**src/rtl/pc_sequencer_pkg.sv**
```systemverilog
// Shared types and constants for the PC sequencer: FSM state encoding and instruction size.
package pc_sequencer_pkg;

    typedef enum logic [1:0] {
        BOOT = 2'd0,
        RUN  = 2'd1,
        PEND = 2'd2
    } state_e;

    localparam logic [31:0] INSTR_BYTES = 32'd4;

endpackage

```
**src/rtl/pc_sequencer_if.sv**
```systemverilog
// Fetch/branch handshake bundle between the PC sequencer (master) and the pipeline (slave).
interface pc_sequencer_if;

    logic        stall;
    logic        fetchReady;
    logic        brValid;
    logic        brTaken;
    logic [31:0] brPc;
    logic [31:0] brInstruction;
    logic [31:0] pc;
    logic        pcValid;
    logic        flush;

    modport master (
        input  stall, fetchReady, brValid, brTaken, brPc, brInstruction,
        output pc, pcValid, flush
    );

    modport slave (
        output stall, fetchReady, brValid, brTaken, brPc, brInstruction,
        input  pc, pcValid, flush
    );

endinterface

```
**src/rtl/pc_sequencer_branch_targ_gen.sv**
```systemverilog
// Branch target generator: brPc plus the sign-extended B-type immediate, modulo 2^32.
module BranchTargGen (
    input  logic [31:0] br_pc,
    input  logic [31:0] inst,
    output logic [31:0] target
);

    logic [31:0] imm_s;
    logic        unused_inst_s;

    assign imm_s = {{19{inst[31]}}, inst[31], inst[7], inst[30:25], inst[11:8], 1'b0};
    assign target = br_pc + imm_s;

    // Opcode, register and funct fields carry no immediate bits.
    assign unused_inst_s = ^{inst[24:12], inst[6:0]};

endmodule

```
**src/rtl/pc_sequencer.sv**
```systemverilog
// PC sequencer: BOOT/RUN/PEND fetch FSM with branch redirect and one-cycle flush.
// Optional macro PC_SEQUENCER_STATS_EN adds a saturating redirectCount output.
module pc_sequencer
    import pc_sequencer_pkg::*;
#(
    parameter logic [31:0] RESET_PC = 32'h0000_0000
) (
    input  logic           clk,
    input  logic           rst,
    pc_sequencer_if.master bus
`ifdef PC_SEQUENCER_STATS_EN
    ,
    output logic [15:0]    redirectCount
`endif
);

    state_e      state_q, state_d;
    logic [31:0] pc_q, pc_d;
    logic [31:0] pend_target_q, pend_target_d;
    logic        flush_q, flush_d;
    logic [31:0] target_s;
    logic        pc_valid_s;
    logic        transfer_s;
    logic        br_take_s;
    logic        load_s;

    BranchTargGen u_targ_gen (
        .br_pc  (bus.brPc),
        .inst   (bus.brInstruction),
        .target (target_s)
    );

    assign pc_valid_s  = (state_q != BOOT) && !bus.stall;
    assign transfer_s  = pc_valid_s && bus.fetchReady;
    // Resolutions seen during the flush cycle belong to the killed wrong path.
    assign br_take_s   = bus.brValid && bus.brTaken && !flush_q;

    assign bus.pc      = pc_q;
    assign bus.pcValid = pc_valid_s;
    assign bus.flush   = flush_q;

    // Next-state, next-pc and redirect bookkeeping.
    always_comb begin
        state_d       = state_q;
        pc_d          = pc_q;
        pend_target_d = pend_target_q;
        load_s        = 1'b0;
        case (state_q)
            BOOT: begin
                state_d = RUN;
            end
            RUN: begin
                if (br_take_s) begin
                    if (transfer_s) begin
                        pc_d   = target_s;
                        load_s = 1'b1;
                    end else begin
                        pend_target_d = target_s;
                        state_d       = PEND;
                    end
                end else if (transfer_s) begin
                    pc_d = pc_q + INSTR_BYTES;
                end else begin
                    pc_d = pc_q;
                end
            end
            PEND: begin
                if (transfer_s) begin
                    pc_d    = pend_target_q;
                    load_s  = 1'b1;
                    state_d = RUN;
                end else begin
                    state_d = PEND;
                end
            end
            default: begin
                state_d = BOOT;
            end
        endcase
        flush_d = load_s;
    end

    // State, pc, pending target and flush registers.
    always_ff @(posedge clk) begin
        if (rst) begin
            state_q       <= BOOT;
            pc_q          <= RESET_PC;
            pend_target_q <= 32'h0000_0000;
            flush_q       <= 1'b0;
        end else begin
            state_q       <= state_d;
            pc_q          <= pc_d;
            pend_target_q <= pend_target_d;
            flush_q       <= flush_d;
        end
    end

`ifdef PC_SEQUENCER_STATS_EN
    logic [15:0] redirect_count_q, redirect_count_d;

    // Saturating count of target loads into pc.
    always_comb begin
        if (load_s && (redirect_count_q != 16'hFFFF)) begin
            redirect_count_d = redirect_count_q + 16'd1;
        end else begin
            redirect_count_d = redirect_count_q;
        end
    end

    // Statistics register.
    always_ff @(posedge clk) begin
        if (rst) begin
            redirect_count_q <= 16'h0000;
        end else begin
            redirect_count_q <= redirect_count_d;
        end
    end

    assign redirectCount = redirect_count_q;
`endif

endmodule
```
**src/flat_wrapper.sv**
```systemverilog
// flat-port wrapper written by rule: the top's interface ports become plain ports
module pc_sequencer_flat import pc_sequencer_pkg::*;
#(
    parameter logic [31:0] RESET_PC = 32'h0000_0000
)
  (clk, rst, bus_stall, bus_fetchReady, bus_brValid, bus_brTaken, bus_brPc, bus_brInstruction, bus_pc, bus_pcValid, bus_flush);
  pc_sequencer_if bus_i ();
  input  logic clk;
  input  logic rst;
  input wire logic [$bits(bus_i.stall)-1:0] bus_stall;
  input wire logic [$bits(bus_i.fetchReady)-1:0] bus_fetchReady;
  input wire logic [$bits(bus_i.brValid)-1:0] bus_brValid;
  input wire logic [$bits(bus_i.brTaken)-1:0] bus_brTaken;
  input wire logic [$bits(bus_i.brPc)-1:0] bus_brPc;
  input wire logic [$bits(bus_i.brInstruction)-1:0] bus_brInstruction;
  output wire logic [$bits(bus_i.pc)-1:0] bus_pc;
  output wire logic [$bits(bus_i.pcValid)-1:0] bus_pcValid;
  output wire logic [$bits(bus_i.flush)-1:0] bus_flush;
  assign bus_i.stall = bus_stall;
  assign bus_i.fetchReady = bus_fetchReady;
  assign bus_i.brValid = bus_brValid;
  assign bus_i.brTaken = bus_brTaken;
  assign bus_i.brPc = bus_brPc;
  assign bus_i.brInstruction = bus_brInstruction;
  assign bus_pc = bus_i.pc;
  assign bus_pcValid = bus_i.pcValid;
  assign bus_flush = bus_i.flush;
  pc_sequencer #(.RESET_PC(RESET_PC)) u_core (.clk(clk), .rst(rst), .bus(bus_i));
endmodule
```
**config.mk**
```make
export PLATFORM = sky130hd
export DESIGN_NAME = pc_sequencer_flat
export DESIGN_NICKNAME = d
export VERILOG_FILES = /design/src/rtl/pc_sequencer_pkg.sv /design/src/rtl/pc_sequencer_if.sv /design/src/rtl/pc_sequencer_branch_targ_gen.sv /design/src/rtl/pc_sequencer.sv /design/src/flat_wrapper.sv
export SDC_FILE = /design/constraint.sdc
export NUM_CORES = 1
export LEC_CHECK = 0
export ABC_AREA = 1
export BUFFER_PORTS_ARGS = -buffer_cell sky130_fd_sc_hd__buf_4
export CAP_MARGIN = 20
export CORE_ASPECT_RATIO = 1.5
export CORE_UTILIZATION = 62
export DETAILED_ROUTE_END_ITERATION = 12
export PLACE_DENSITY = 0.94
export REMOVE_ABC_BUFFERS = 1
export SYNTH_ARGS = -nofsm -noshare
export SYNTH_HDL_FRONTEND = slang
export SYNTH_SLANG_ARGS = --single-unit
```
**constraint.sdc**
```tcl
create_clock -name clk -period 2.9 [get_ports clk]
set_input_delay 0.435 -clock clk [delete_from_list [all_inputs] [get_ports clk]]
set_output_delay 0.435 -clock clk [all_outputs]
set_load 0.1 [all_outputs]
```
==> key figures <==
Critical path
  • Slowest stage delay, CP: 350 ps
  • Slowest-stage cell, CP: dfxtp_1
  • Top delay family on crit path: simple AND/OR/NAND/NOR gates
  • Worst path cell trace: inv_1 > ha_1 > nor2_2 > nand2_1 > clkinv_2 > nor2_1 > nor2_1 > nand2_2 > buf_12 > a21oi_1 > a221oi_1
  • Flop2flop setup slack: 620 ps
  • Worst setup EP type: register
  • Critical Path RT: 3140 ps
  • Buf/Inv on CP: 3
  • Crit-path most repeated cell: nor2_1
  • Crit Path Max Fanout: 47
  • Crit path kind: reg -> reg
  • Setup crit start kind: register
  • Data arrival, critical path: 2520 ps

Drt
  • First DRT Iteration DRCs: 626
  • Post-DRT Antenna Nets: 0
  • Via count: 6,974
  • Via density: 5.624
  • Routed length per instance: 14.80 um
  • Drt first pass iters: 12
  • Drt drc: 1
  • WL final: 18,360 um

Outcome
  • Run status: finished with violations
  • Failing checks: design-rule violations

Clock tree
  • CTS tree: done
  • Clk slew on worst S/H paths: 60 ps
  • H-tree depth: 3
  • Clk buf depth: 2
  • Clock Latency Late Sink: 350 ps
  • Total CTS buffers: 9
  • Clk root buf: clkbuf_16
  • Post-CTS resize count: 0
  • Count of clock tree sinks: 67
  • CTS Hold Bufs: 0
  • Postcts setup bufs: 0

Cells and area
  • N_diodes: 0
  • Area Overhead vs Synth: 16.36%
  • Layout cells sized above 1: 0.1316
  • Final Instance Area: 7138 sq um
  • Final nets: 1,226
  • Final core occ: 0.7409

Synthesis
  • Synth async-reset ratio: 0
  • Post-synth top area share: 0.2186
  • Synth area leaders: dfxtp_1, nand2_1, a21oi_1
  • Number of synthesized flops with an enable pin: 0
  • Ys flop type: dfxtp_1
  • Sequential share of the synthesized area: 0.2186
  • Flops & latches, synth: 67
  • Synth warnings: 0
  • Post-Synthesis Cells: 1,050
  • Post-synth cell types: 43
  • Avg Cell Area, Syn: 5.843 sq um
  • Post-synth top area cell: dfxtp_1
  • Post-synthesis cell area: 6135 sq um

Power and ir drop
  • Pleak: 3.578 nW
  • Worst IR drop on VDD: 934.5 uV
  • Pwr Total: 5.743 mW
  • P per Cell Area: 804.6 nW/um^2

Die
  • Core area: 9634 sq um
  • Die extent in x: 83.22 um
  • Starting density of the core: 0.6368
  • Die Area: 10,300 sq um
  • Die height: 123.8 um
  • I/O Pins: 104
  • FP Rows: 44

STA
  • RSZ-0062 raised after global routing: no
  • Fmax: 438.1 MHz
  • Period utilization: 0.7872
  • Setup Skew: 4.754 ps
  • Slew headroom: 0.6375
  • Worst Tran Pin Value: 543.0 ps
  • Max Slew Vio Count: 0
  • Final hold slack: 376.7 ps
  • Final Setup Violations: 0
  • Minimum clock period: 2283 ps
  • Final hold vios: 0

Global route
  • GRT Max-Usage Layer: met2
  • Vias in the first global route: 6,547
  • Global-route wire length before repair: 29,910 um
  • Total grt overflow: 0
  • Routing usage on met3: 0.04175
  • Met2 usage: 0.6445
  • Met1 global-route usage: 0.4185
  • GRT Total Usage: 0.3647
  • Largest net degree at the start of global routing: 48
  • Initial antenna violation count: 0

Run
  • Max-cap violations: 0

Hold path
  • Hold WC Path Type: in -> reg

Placement
  • Detail Placement HPWL: 13,650 um
  • Area after DPL: 6788 sq um
  • Port bufs: 83
  • Routability cong.: 0.9671
-- metal layers --
layer	wire (um)	up-vias
met1	7001	3087
met2	9173	326
met3	1217	74
met5	0	-
met4	966	0
li1	-	3487
-- logic make-up (layout without fill, tap and decap cells) --
family          after synthesis  in the layout  share of synthesized area
compound gates              155            155                     0.1371
xor+xnor                     33             33                    0.04711
fa+ha+maj                    36             36                    0.07465
buf+inv                     168            243                     0.1132
flops                        67             67                     0.2186
simple gates                591            591                     0.4093
-- stage by stage --
step                setup TNS (ps)  setup slack, ps  std cells
finish                           0            617.2       1240
floorplan                   -455.9           -208.0       1019
CTS                              0            655.3       1240
global route                     0            430.0       1240
global placement                 0            477.0       1224
detailed placement               0            451.8       1224
-- Yosys cell counts (all sizes together) (2+ instances only) --
cell type and n:
ha 35, o21ai 25, nand2 362, o211ai 9, nand3 75, a21oi 104, clkbuf 12, xnor2 8
a211oi 2, nand4 9, xor2 25, nor2 120, nor3 20, inv 136, buf 18, a31oi 4
nand3b 2, dfxtp 67, o21bai 6
-- state kept, by name, indices dropped and copies added (netlist names) --
name,flops
u_core.bus.pc,32
u_core.pend_target_q,32
u_core.state_q,2
u_core.bus.flush,1
-- area by class of cell --
cell class,count,area (sq um)
inverters,137,515.5
well taps,115,143.9
flip-flops and latches,67,1341
clock inverters,6,111.4
multi-input cells,815,4099
repair buffers,90,688.2
fillers,813,2496
clock buffers,10,239.0
-- path summary, 6_finish.rpt --
kind,startpoint,endpoint,depth (start not counted)
setup / recovery,u_core.state_q[0],u_core.bus.pc[4],11
hold / removal,bus_brPc[0],u_core.pend_target_q[0],3
setup reg to reg,u_core.state_q[0],u_core.bus.pc[4],11
hold reg to reg,u_core.pend_target_q[12],u_core.pend_target_q[12],2
-- report_power, final --
part           internal, mW  switching, mW  leakage [nW]
registers              1.12          0.264         0.544
clock network         0.864          0.436         0.169
logic                 0.813           2.25          2.87
-- worst reg2reg max path, cell delays in order, from the launching register on --
cell      delay (ps)
dfxtp_1          350
inv_1            140
ha_1             210
nor2_2            60
nand2_1           90
clkinv_2         110
nor2_1           330
nor2_1           110
nand2_2          160
buf_12           260
a21oi_1           80
a221oi_1         290
-- layout by cell type (no fill, tap or decap), drive strengths merged, types with 3 or more instances in the layout --
cell,netlist,final
nand2,362,362
inv,136,137
nor2,120,120
a21oi,104,104
buf,18,90
nand3,75,75
dfxtp,67,67
ha,35,35
xor2,25,25
o21ai,25,25
nor3,20,20
clkbuf,12,10
o211ai,9,9
nand4,9,9
xnor2,8,8
o21bai,6,6
a31oi,4,4
bufinv,0,3
(Power assumes the default switching activity.)
